## config.mk

```make
export PLATFORM = sky130hd
export DESIGN_NAME = instr_refresh_arbiter
export DESIGN_NICKNAME = d
export VERILOG_FILES = /design/src/rtl/instr_refresh_arbiter.sv
export SDC_FILE = /design/constraint.sdc
export NUM_CORES = 1
export LEC_CHECK = 0
export ABC_CLOCK_PERIOD_IN_PS = 2400
export CAP_MARGIN = 20
export CORE_ASPECT_RATIO = 0.9
export CORE_MARGIN = 5
export CORE_UTILIZATION = 36
export DETAILED_ROUTE_END_ITERATION = 10
export PLACE_DENSITY = 0.89
export SYNTH_ARGS = -nofsm -noshare
export SYNTH_HDL_FRONTEND = slang
export SYNTH_SLANG_ARGS = --single-unit
export TNS_END_PERCENT = 30
```

## constraint.sdc

```tcl
create_clock -name clk -period 2.4 [get_ports clk]
set_input_delay 0.6 -clock clk [delete_from_list [all_inputs] [get_ports clk]]
set_output_delay 0.6 -clock clk [all_outputs]
set_load 0.02 [all_outputs]
```

## src/rtl/instr_refresh_arbiter.sv

```systemverilog
// Purpose: merges host instruction bundles with periodic refresh bundles into one output register.
// Latency: one cycle from an S-side handshake to the bundle appearing on M; one bundle per cycle.
// Backpressure: S_TREADY follows the output slot and drops while a refresh is urgent. Build option: REFRESH_STATS_EN.
module instr_refresh_arbiter #(
   parameter int                      INSTR_WIDTH   = 128,
   parameter int                      TREFI_CYCLES  = 7800,
   parameter int                      MAX_POSTPONE  = 8,
   parameter int                      URGENT_THRESH = 6,
   parameter int                      IDLE_GAP      = 4,
   parameter logic [INSTR_WIDTH-1:0]  REF_BUNDLE    = INSTR_WIDTH'(6)
) (
   input  logic                                  clk,
   input  logic                                  rst_n,
   input  logic                                  refresh_enable,
   input  logic [INSTR_WIDTH-1:0]                S_AXIS_HOST_TDATA,
   input  logic                                  S_AXIS_HOST_TVALID,
   output logic                                  S_AXIS_HOST_TREADY,
   output logic [INSTR_WIDTH-1:0]                M_AXIS_INSTR_TDATA,
   output logic                                  M_AXIS_INSTR_TVALID,
   input  logic                                  M_AXIS_INSTR_TREADY,
   output logic                                  M_AXIS_INSTR_TUSER,
   output logic [$clog2(MAX_POSTPONE+1)-1:0]     ref_pending,
   output logic                                  ref_overflow,
   output logic [31:0]                           stat_ref_issued,
   output logic [31:0]                           stat_ref_forced
);

   localparam int PW = $clog2(MAX_POSTPONE + 1);
   localparam int CW = (TREFI_CYCLES > 1) ? $clog2(TREFI_CYCLES) : 1;
   localparam int IW = (IDLE_GAP > 0) ? $clog2(IDLE_GAP + 1) : 1;

   localparam logic [CW-1:0] C_RELOAD = CW'(TREFI_CYCLES - 1);
   localparam logic [PW-1:0] C_MAXP   = PW'(MAX_POSTPONE);
   localparam logic [PW-1:0] C_URG    = PW'(URGENT_THRESH);
   localparam logic [IW-1:0] C_GAP    = IW'(IDLE_GAP);

   logic [CW-1:0]          r_intv;
   logic [PW-1:0]          r_pending;
   logic                   r_ovf;
   logic [IW-1:0]          r_idle;
   logic                   r_m_vld;
   logic                   r_m_user;
   logic [INSTR_WIDTH-1:0] r_m_dat;

   logic w_slot_free;
   logic w_urgent;
   logic w_tick;
   logic w_ld_urg;
   logic w_ld_host;
   logic w_ld_opp;
   logic w_ld_ref;

   // The output slot can take a new bundle when empty or being drained this cycle.
   assign w_slot_free = !r_m_vld || M_AXIS_INSTR_TREADY;
   assign w_urgent    = (r_pending >= C_URG);
   assign w_tick      = refresh_enable && (r_intv == '0);

   // Load priority: forced refresh, then host, then opportunistic refresh after an idle gap.
   assign w_ld_urg  = w_slot_free && w_urgent;
   assign w_ld_host = w_slot_free && !w_urgent && S_AXIS_HOST_TVALID;
   assign w_ld_opp  = w_slot_free && !w_urgent && !S_AXIS_HOST_TVALID &&
                      (r_pending != '0) && (r_idle == C_GAP);
   assign w_ld_ref  = w_ld_urg || w_ld_opp;

   // Ready never looks at S TVALID so the host cannot form a combinational loop through us.
   assign S_AXIS_HOST_TREADY  = w_slot_free && !w_urgent;
   assign M_AXIS_INSTR_TDATA  = r_m_dat;
   assign M_AXIS_INSTR_TVALID = r_m_vld;
   assign M_AXIS_INSTR_TUSER  = r_m_user;
   assign ref_pending         = r_pending;
   assign ref_overflow        = r_ovf;

   // Refresh interval down-counter; freezes while refresh is disabled.
   always_ff @(posedge clk or negedge rst_n) begin
      if (!rst_n) begin
         r_intv <= C_RELOAD;
      end else if (refresh_enable) begin
         r_intv <= (r_intv == '0) ? C_RELOAD : r_intv - CW'(1);
      end
   end

   // Postponed-refresh credit count with sticky overflow when a tick finds it saturated.
   always_ff @(posedge clk or negedge rst_n) begin
      if (!rst_n) begin
         r_pending <= '0;
         r_ovf     <= 1'b0;
      end else begin
         case ({w_tick, w_ld_ref})
            2'b10: begin
               if (r_pending == C_MAXP) r_ovf <= 1'b1;
               else                     r_pending <= r_pending + PW'(1);
            end
            2'b01:   r_pending <= r_pending - PW'(1);
            default: ;
         endcase
      end
   end

   // Counts consecutive host-idle cycles, saturating at the required gap.
   always_ff @(posedge clk or negedge rst_n) begin
      if (!rst_n) begin
         r_idle <= '0;
      end else if (S_AXIS_HOST_TVALID) begin
         r_idle <= '0;
      end else if (r_idle != C_GAP) begin
         r_idle <= r_idle + IW'(1);
      end
   end

   // Single-stage output register; contents hold while stalled.
   always_ff @(posedge clk or negedge rst_n) begin
      if (!rst_n) begin
         r_m_vld  <= 1'b0;
         r_m_user <= 1'b0;
         r_m_dat  <= '0;
      end else if (w_slot_free) begin
         if (w_ld_ref) begin
            r_m_vld  <= 1'b1;
            r_m_user <= 1'b1;
            r_m_dat  <= REF_BUNDLE;
         end else if (w_ld_host) begin
            r_m_vld  <= 1'b1;
            r_m_user <= 1'b0;
            r_m_dat  <= S_AXIS_HOST_TDATA;
         end else begin
            r_m_vld  <= 1'b0;
         end
      end
   end

`ifdef REFRESH_STATS_EN
   logic [31:0] r_stat_issued;
   logic [31:0] r_stat_forced;

   // Free-running wrap-around counters of refresh loads, total and forced.
   always_ff @(posedge clk or negedge rst_n) begin
      if (!rst_n) begin
         r_stat_issued <= '0;
         r_stat_forced <= '0;
      end else begin
         if (w_ld_ref) r_stat_issued <= r_stat_issued + 32'd1;
         if (w_ld_urg) r_stat_forced <= r_stat_forced + 32'd1;
      end
   end

   assign stat_ref_issued = r_stat_issued;
   assign stat_ref_forced = r_stat_forced;
`else
   assign stat_ref_issued = '0;
   assign stat_ref_forced = '0;
`endif

endmodule
```

==> results.cfg, run 1 <==
[cts]
hold_buffers = 0
path_clk_slew_ns = 0.07
clkLatencyLatePin_ns = 0.42
cts_inserted_buffers = 17
htreeDepth = 4
post-cts-setup-buffers = 0
cts_buffer_depth = 2
root_buffer = clkbuf_16
cts_sinks = 151
cts_tree = yes

[placed_design]
gp_congestion = 0.808
io_buffers = 268
dpl-instance-area_sq_um = 9050
dp_hpwl_um = 13100

[layout]
nNetsFinal = 896
fin_area_sq_um = 9640
area_growth_pct = 54.8
post-route-util = 0.569
multiInputGateArea_sq_um = 2060
fill_cells = 1352
drive_gt1_frac = 0.105
diodes = 0
seq_area_sq_um = 3790

[yosys]
synth_cell_types = 44
yosysTopAreaCell = dfrtp_1
synth_compound_area_frac = 0.199
yosys.area.top_type_share = 0.566
synth_cells = 485
synth_area_sq_um = 6230
synth_seq_cells = 151
synth.area.mux_share = 0
synthFlopType = dfrtp_1
synthSimpleGateAreaFrac = 0.0611
yosysMostFrequentCell = dfrtp_1
yosysWarningCount = 0
synth.avg_cell_area_sq_um = 12.8
ys_seq_area_frac = 0.609
synth_xor_area_frac = 0.0169
synthAdderAreaFrac = 0.0100
synth_top_family_by_area = compound AO/OA/AOI/OAI gates
synth.area.top_cells = dfrtp_1 57%, a22o_1 18%, buf_4 7.7%
synthArstFlopShare = 1.00
synth_edf_count = 0
synth.top_cells.by_count = 141 x dfrtp_1, 126 x a22o_1, 64 x buf_4, 26 x clkbuf_1, 22 x nand2_1

[worst_setup_path]
crit_type = primary input to flip-flop
crit_chain = dlygate4sd2_1 -> or4bb_4 -> nor4_4 -> nor2_1 -> xnor2_1 -> ha_2 -> nor2_1 -> and4_4 -> a211oi_2
cp-end-kind = flip-flop
rr_worst_depth = 8
slowest_delay_ns = 0.59
reg2reg_from = r_intv[8]$_DFFE_PN0P_
cp_max_fo = 7
cp-startpoint = refresh_enable
worst-endpoint-arrival_ns = 2.61
crit_top_cell = nor2_1
slowest_stage = or4bb_4
start_kind = primary input
path_delay_family = simple AND/OR/NAND/NOR gates
path_buf_inv = 1
r2r_end = ref_pending[2]$_DFFE_PN0P_
required_ns = 2.72
reg2reg_slack_ns = 0.13

[routing]
wirelength_um = 18000
via_per_inst = 4.83
routed-via-count = 4864
dr.first_iter.drc_count = 208
drc_errors = 0
ant_nets = 0
wl_per_cell_um = 17.9
drt-pass1-iter-count = 4

[timing]
worst_pin_slew_ns = 0.529
finalCritPeriodShare = 0.953
min_period_ns = 2.29
setup_violations = 0
grt_setup_unrepaired = no
fmax_mhz = 437
slew_viol_final = 0
hold_violations = 0
maxSlewHeadroom = 0.644
skew_ns = 0.0176
fin_setup_tns_ns = 0

[floorplan]
num_rows = 45
coreArea_sq_um = 16900
die_h_um = 135
die_area_sq_um = 20000
die-width_um = 149
ioPinCount = 333
start_util = 0.368

[power_and_ir_drop]
p_leak_nw = 4.28
p_per_area_nw_per_um2 = 1370
irDropWorstVdd_v = 0.000803

[global_route]
grt_pass1_vias = 5161
track_usage = 0.174
grt_overflow = 0
grt_max_degree = 78
antenna_found_initial = 0
grt_pass1_wl_um = 27500

[status]
outcome = finished clean

[flow_run]
max_cap_viol_count = 0

[worst_hold_path]
hp-class = primary input to async pin
==> through the flow <==
stage | setup WS, ns | hold slack, ns | instances | total power, W
5_1_grt | 0.00727 | 0.132 | 1006 | 0.0139
2_1_floorplan | -0.0570 | 0.304 | 548 | 0.00762
6_report | 0.114 | 0.106 | 1006 | 0.0132
3_5_place_dp | -0.571 | 0.479 | 974 | 0.0106
4_1_cts | 0.0236 | 0.111 | 1006 | 0.0133
3_3_place_gp | -0.471 | 0.464 | 974 | 0.0105
==> cells by family (layout without fill, tap and decap cells) <==
logic type / count (synthesis) / after routing
adders and majority gates: 5 / 5
and+or+nand+nor: 68 / 68
DFF: 151 / 151
AOI/OAI and AO/OA: 145 / 145
xor gates and xnor gates: 12 / 12
other: 1 / 64
buffers and inverters: 103 / 326
==> worst max path at each step <==
stage / depth (start not counted) / endpoint
after global placement: 9 / ref_pending[2]$_DFFE_PN0P_
after global routing: 9 / ref_pending[2]$_DFFE_PN0P_
after CTS: 8 / ref_pending[2]$_DFFE_PN0P_
after floorplan: 9 / ref_pending[2]$_DFFE_PN0P_
after detailed placement: 9 / ref_pending[2]$_DFFE_PN0P_
final: 9 / ref_pending[2]$_DFFE_PN0P_
==> repair_timing <==
item / 4_1_cts / 5_1_grt
gates resized for setup: 4 / 6
pin swaps: 0 / 1
setup endpoints to repair: 2 / 1
==> report_power, final <==
group	internal [W]	switching [W]
Clock	0.00149	0.00112
Combinational	0.00302	0.00311
Sequential	0.00370	0.000778
==> registers in the layout, summed over array words and instances (netlist names) <==
signal and cells:
M_AXIS_INSTR_TDATA 128, ref_pending 4, M_AXIS_INSTR_TVALID 1, ref_overflow 1
r_intv 13, M_AXIS_INSTR_TUSER 1, r_idle 3
==> cell type report <==
cell class / instances / share of cell area
multi-input cells: 294 / 0.213
clock inverters: 13 / 0.0141
flip-flops and latches: 151 / 0.393
clock buffers: 19 / 0.0459
inverters: 5 / 0.00195
well taps: 235 / 0.0305
repair buffers: 289 / 0.301
==> layer usage <==
layer  GRT usage  up-vias  wire [um]  part of all wire
li1            -     2202          -                 -
met1       0.205     2433       6790              0.38
met2       0.298      212       9400              0.52
met3      0.0628       17       1510             0.084
met4      0.0549        0        315             0.017
met5           0        -          0                 0
==> cell usage in the layout, fill, tap and decap left out, types with 7 or more instances in the layout <==
cell type / count
dfstp_2: 10
nor2_1: 7
dfrtp_1: 139
clkdlybuf4s50_1: 265
buf_4: 16
clkbuf_16: 17
xnor2_1: 11
nand2_1: 22
a22o_1: 126
conb_1: 64
Power figures use the tool's default switching activity.
==> run 2: changes to the inputs <==
--- a/config.mk
+++ b/config.mk
@@ -12,6 +12,7 @@
 export CORE_UTILIZATION = 36
 export DETAILED_ROUTE_END_ITERATION = 10
 export PLACE_DENSITY = 0.89
+export SLEW_MARGIN = 20
 export SYNTH_ARGS = -nofsm -noshare
 export SYNTH_HDL_FRONTEND = slang
 export SYNTH_SLANG_ARGS = --single-unit
==> constraint.sdc (replaced) <==
create_clock -name clk -period 2.4 [get_ports clk]
set_input_delay 0.6 -clock clk [delete_from_list [all_inputs] [get_ports clk]]
set_output_delay 0.6 -clock clk [all_outputs]
set_load 0.01 [all_outputs]
==> run 2 against run 1 <==
Against the previous run:
- combinational power is 13% lower
- clock skew is 0.0068 ns lower
- sequential power hardly changed
- final cell count is 0.50% higher
- fmax is 1.1% lower
- count of clock-buffer cells in the layout is 1 higher
- register-to-register slack hardly changed
==> results.cfg, run 2 (synthesized netlist as in run 1, its figures left out) <==
[layout]
multiInputGateArea_sq_um = 2060
nNetsFinal = 901
largest_reg_flops = 128
drive_gt1_frac = 0.111
final_common_cell = clkdlybuf4s50_1
fin_area_sq_um = 9710
mostFrequentLayoutCells = 266 x clkdlybuf4s50_1, 141 x dfrtp_1, 126 x a22o_1
seq_area_sq_um = 3790
diodes = 0
area_growth_pct = 55.9
post-route-util = 0.573
fill_cells = 1349

[timing]
grt_setup_unrepaired = no
worst_pin_slew_ns = 0.587
setup_violations = 0
min_period_ns = 2.31
slew_viol_final = 0
hold_violations = 0
maxSlewHeadroom = 0.608
finalCritPeriodShare = 0.964
skew_ns = 0.0108
fin_setup_tns_ns = 0
fmax_mhz = 432

[worst_setup_path]
rr_worst_depth = 10
reg2reg_slack_ns = 0.12
crit_chain = clkdlybuf4s50_1 -> or4bb_4 -> nor4_4 -> nor2_1 -> xnor2_1 -> ha_2 -> nor2_2 -> and4_4 -> a211oi_2
worst-endpoint-arrival_ns = 2.64
slowest_stage = or4bb_4
start_kind = primary input
required_ns = 2.73
reg2reg_from = r_intv[0]$_DFFE_PN1P_
slowest_delay_ns = 0.49
cp-end-kind = flip-flop
r2r_end = ref_pending[2]$_DFFE_PN0P_
crit_type = primary input to flip-flop
cp_max_fo = 3
path_buf_inv = 1
path_delay_family = simple AND/OR/NAND/NOR gates

[worst_hold_path]
hp-class = primary input to async pin

[cts]
cts_sinks = 151
root_buffer = clkbuf_16
path_clk_slew_ns = 0.07
clkLatencyLatePin_ns = 0.42
cts_tree = yes
cts_buffer_depth = 2
cts_inserted_buffers = 17
htreeDepth = 4
hold_buffers = 0

[power_and_ir_drop]
p_sw_w = 0.00419
p_sw_frac = 0.335
combPwrFrac = 0.428
irDropWorstVdd_v = 0.000665
internal_power_w = 0.00834
p_clk_frac = 0.215
p_seq_frac = 0.357
p_leak_nw = 4.31
p_per_area_nw_per_um2 = 1290

[routing]
ant_nets = 0
via_per_inst = 4.77
drt-pass1-iter-count = 7
routed-via-count = 4819
drc_errors = 0
wirelength_um = 18100
dr.first_iter.drc_count = 257
wl_per_cell_um = 17.9

[global_route]
grt_overflow = 0
grt_pass1_wl_um = 27600
grt_pass1_vias = 5009
antenna_found_initial = 0
grt_max_degree = 78
track_usage = 0.177

[flow_run]
max_cap_viol_count = 0

[placed_design]
dpl-instance-area_sq_um = 9090
dp_hpwl_um = 13100
gp_congestion = 0.807
io_buffers = 268

[floorplan]
die_area_sq_um = 20000
die_h_um = 135
start_util = 0.368
num_rows = 45
coreArea_sq_um = 16900
die-width_um = 149
ioPinCount = 333

[status]
outcome = finished clean
[run 2: worst max-delay path by stage]
stage | from | endpoint | slack (ns) | depth (start not counted)
after floorplan | r_intv[3]$_DFFE_PN0P_ | ref_pending[2]$_DFFE_PN0P_ | -0.06 | 9
after global placement | refresh_enable | ref_pending[2]$_DFFE_PN0P_ | -0.36 | 9
after detailed placement | refresh_enable | ref_pending[2]$_DFFE_PN0P_ | -0.40 | 9
after CTS | refresh_enable | ref_pending[2]$_DFFE_PN0P_ | 0.04 | 9
after global routing | r_intv[0]$_DFFE_PN1P_ | ref_pending[2]$_DFFE_PN0P_ | 0.01 | 10
final | refresh_enable | ref_pending[2]$_DFFE_PN0P_ | 0.09 | 9
[run 2: worst register-to-register path: cells and delay by family (launching register included)]
kind / cells / cell delay, ns
adders and majority gates: 2 / 0.36
buffers and inverters: 1 / 0.06
xor gates and xnor gates: 1 / 0.17
AOI/OAI and AO/OA: 1 / 0.18
DFF: 1 / 0.39
and+or+nand+nor: 5 / 1.04
[run 2: layer usage]
| layer | share of wire | up-vias | GRT usage |
|---|---|---|---|
| li1 | - | 2218 | - |
| met1 | 0.38 | 2377 | 0.211 |
| met2 | 0.52 | 209 | 0.296 |
| met3 | 0.090 | 15 | 0.0752 |
| met4 | 0.012 | 0 | 0.0482 |
| met5 | 0 | - | 0 |
[run 2: per-stage QoR]
stage / setup slack (ns) / total power [W] / hold WS (ns) / cells
after floorplan: -0.0558 / 0.00683 / 0.304 / 548
after global placement: -0.359 / 0.00967 / 0.462 / 978
after detailed placement: -0.398 / 0.00981 / 0.475 / 978
after CTS: 0.0423 / 0.0126 / 0.169 / 1010
after global routing: 0.0113 / 0.0133 / 0.180 / 1011
final: 0.0874 / 0.0125 / 0.152 / 1011
[run 2: cell type report]
class                      instances  area share
sequential                       151       0.390
clock buffer                      20      0.0470
clock inverter                    12      0.0146
multi-input combinational        294       0.212
inverter                           5     0.00193
tap                              235      0.0303
timing repair buffer             294       0.304
[run 2: timing repair]
action | in CTS | in global routing
gates resized for setup | 2 | 7
setup endpoints to repair | 1 | 1
pin swaps | 0 | 3
setup buffers | 0 | 1
[run 2: power by group through the flow]
stage	registers (W)	logic (W)	clock network, W
3_3_place_gp	0.00442	0.00525	0
5_1_grt	0.00462	0.00575	0.00288
6_report	0.00448	0.00536	0.00269
4_1_cts	0.00447	0.00539	0.00277
3_5_place_dp	0.00444	0.00537	0
2_1_floorplan	0.00478	0.00205	0
==> run 3: changes to the inputs <==
--- a/config.mk
+++ b/config.mk
@@ -5,13 +5,13 @@
 export SDC_FILE = /design/constraint.sdc
 export NUM_CORES = 1
 export LEC_CHECK = 0
-export ABC_CLOCK_PERIOD_IN_PS = 2400
+export ABC_CLOCK_PERIOD_IN_PS = 2750
 export CAP_MARGIN = 20
-export CORE_ASPECT_RATIO = 0.9
+export CORE_ASPECT_RATIO = 0.7
 export CORE_MARGIN = 5
-export CORE_UTILIZATION = 36
+export CORE_UTILIZATION = 42
 export DETAILED_ROUTE_END_ITERATION = 10
-export PLACE_DENSITY = 0.89
+export PLACE_DENSITY = 0.95
 export SLEW_MARGIN = 20
 export SYNTH_ARGS = -nofsm -noshare
 export SYNTH_HDL_FRONTEND = slang
==> constraint.sdc (replaced) <==
create_clock -name clk -period 2.75 [get_ports clk]
set_input_delay 0.6875 -clock clk [delete_from_list [all_inputs] [get_ports clk]]
set_output_delay 0.6875 -clock clk [all_outputs]
set_load 0.01 [all_outputs]
==> run 3 against run 2 <==
Against the previous run:
- die area down 13%
- clock power decreased by 17%
- non-clock buffer count is 12 lower
- sequential share of layout area increased by 0.88 points
- largest cell class unchanged
==> results.cfg, run 3 (synthesized netlist as in run 1, its figures left out) <==
[timing]
setup_violations = 0
maxSlewHeadroom = 0.583
fmax_mhz = 379
grt_setup_unrepaired = no
hold_violations = 0
skew_ns = 0.0111
worst_pin_slew_ns = 0.626
slew_viol_final = 0
min_period_ns = 2.64
finalCritPeriodShare = 0.960

[layout]
fill_cells = 1079
drive_gt1_frac = 0.0877
largest_reg_flops = 128
final_common_cell = clkdlybuf4s50_1
mostFrequentLayoutCells = 267 x clkdlybuf4s50_1, 141 x dfrtp_1, 126 x a22o_1
fin_area_sq_um = 9500
area_growth_pct = 52.5
nNetsFinal = 889
diodes = 0
post-route-util = 0.649

[power_and_ir_drop]
p_seq_frac = 0.366
irDropWorstVdd_v = 0.000600
power_w = 0.0107
internal_power_w = 0.00700
p_per_area_nw_per_um2 = 1120
p_leak_nw = 4.25
p_sw_frac = 0.344
p_clk_frac = 0.210
p_sw_w = 0.00367
combPwrFrac = 0.424

[routing]
ant_nets = 0
wirelength_um = 17700
via_per_inst = 4.93
wl_per_cell_um = 18.5
routed-via-count = 4729
drt-pass1-iter-count = 4
drc_errors = 0
dr.first_iter.drc_count = 329

[global_route]
grt_pass1_vias = 5042
antenna_found_initial = 0
grt_pass1_wl_um = 27500
grt_max_degree = 127
track_usage = 0.199
grt_overflow = 0

[cts]
cts_buffer_depth = 2
root_buffer = clkbuf_16
clkLatencyLatePin_ns = 0.41
path_clk_slew_ns = 0.07
hold_buffers = 0
cts_sinks = 151
cts_inserted_buffers = 17
cts_tree = yes
post-cts-setup-buffers = 0
post_cts_resized = 0
htreeDepth = 4

[placed_design]
io_buffers = 268
dpl-instance-area_sq_um = 8930
dp_hpwl_um = 12800
gp_congestion = 0.820

[floorplan]
die-width_um = 156
ioPinCount = 333
coreArea_sq_um = 14600
start_util = 0.426
die_area_sq_um = 17400
die_h_um = 112
num_rows = 37

[flow_run]
max_cap_viol_count = 0

[status]
outcome = finished clean

[worst_setup_path]
reg2reg_from = r_intv[3]$_DFFE_PN0P_
start_kind = primary input
cp_max_fo = 2
cp-startpoint = M_AXIS_INSTR_TREADY
crit_type = primary input to output port
slowest_stage = clkdlybuf4s50_1
worst-endpoint-arrival_ns = 1.95
path_buf_inv = 2
cp-end-kind = output port
crit_top_cell = clkdlybuf4s50_1
slowest_delay_ns = 0.53
crit_chain = clkdlybuf4s50_1 -> nand2b_1 -> and2_1 -> clkdlybuf4s50_1
path_delay_family = buffers and inverters
required_ns = 2.06

[worst_hold_path]
hp-class = primary input to async pin
[run 3: changes by cell type in the layout (fill, tap and decap cells not counted), sizes merged]
cell and delta:
buf -12, dlygate4sd2 -1, clkdlybuf4s50 +1, clkinvlp -4, inv +7, bufinv -2, clkinv +1, clkbuf -2
[run 3: metal layers]
layer / GRT usage / routed length [um] / vias up
met5: 0 / 0 / -
li1: - / - / 2188
met4: 0.0501 / 174 / 0
met3: 0.0738 / 1410 / 13
met1: 0.251 / 7320 / 2364
met2: 0.326 / 8790 / 164
[run 3: final timing paths]
kind	to	slack (ns)	cells after the start
max	S_AXIS_HOST_TREADY	0.11	4
min	M_AXIS_INSTR_TDATA[98]$_DFFE_PN0P_	0.21	1
max reg2reg	ref_pending[2]$_DFFE_PN0P_	0.30	8
min reg2reg	M_AXIS_INSTR_TDATA[94]$_DFFE_PN0P_	0.50	1
max in group asynchronous	M_AXIS_INSTR_TDATA[83]$_DFFE_PN0P_	1.88	2
min in group clk	M_AXIS_INSTR_TDATA[94]$_DFFE_PN0P_	0.50	1
[run 3: metrics by stage]
stage	cells	hold slack [ns]	worst slack, ns	TNS, ns
after floorplan	548	0.392	0.260	0
after global placement	927	0.471	-0.0863	-0.0863
after detailed placement	927	0.481	-0.139	-0.139
after CTS	959	0.214	0.118	0
after global routing	959	0.233	0.0467	0
final	959	0.213	0.111	0
[run 3: power groups by stage]
stage / registers, W / logic, W / clock network, W
floorplan: 0.00417 / 0.00179 / 0
global placement: 0.00386 / 0.00446 / 0
detailed placement: 0.00389 / 0.00458 / 0
CTS: 0.00390 / 0.00459 / 0.00230
global route: 0.00404 / 0.00487 / 0.00238
finish: 0.00391 / 0.00452 / 0.00224
[run 3: final cells by class]
type                       count  area (sq um)  share of cell area
sequential                   151          3790               0.399
timing repair buffer         282          2840               0.299
inverter                       5          18.8             0.00198
clock buffer                  18           439              0.0462
multi-input combinational    294          2040               0.215
clock inverter                14           130              0.0137
tap                          195           244              0.0257
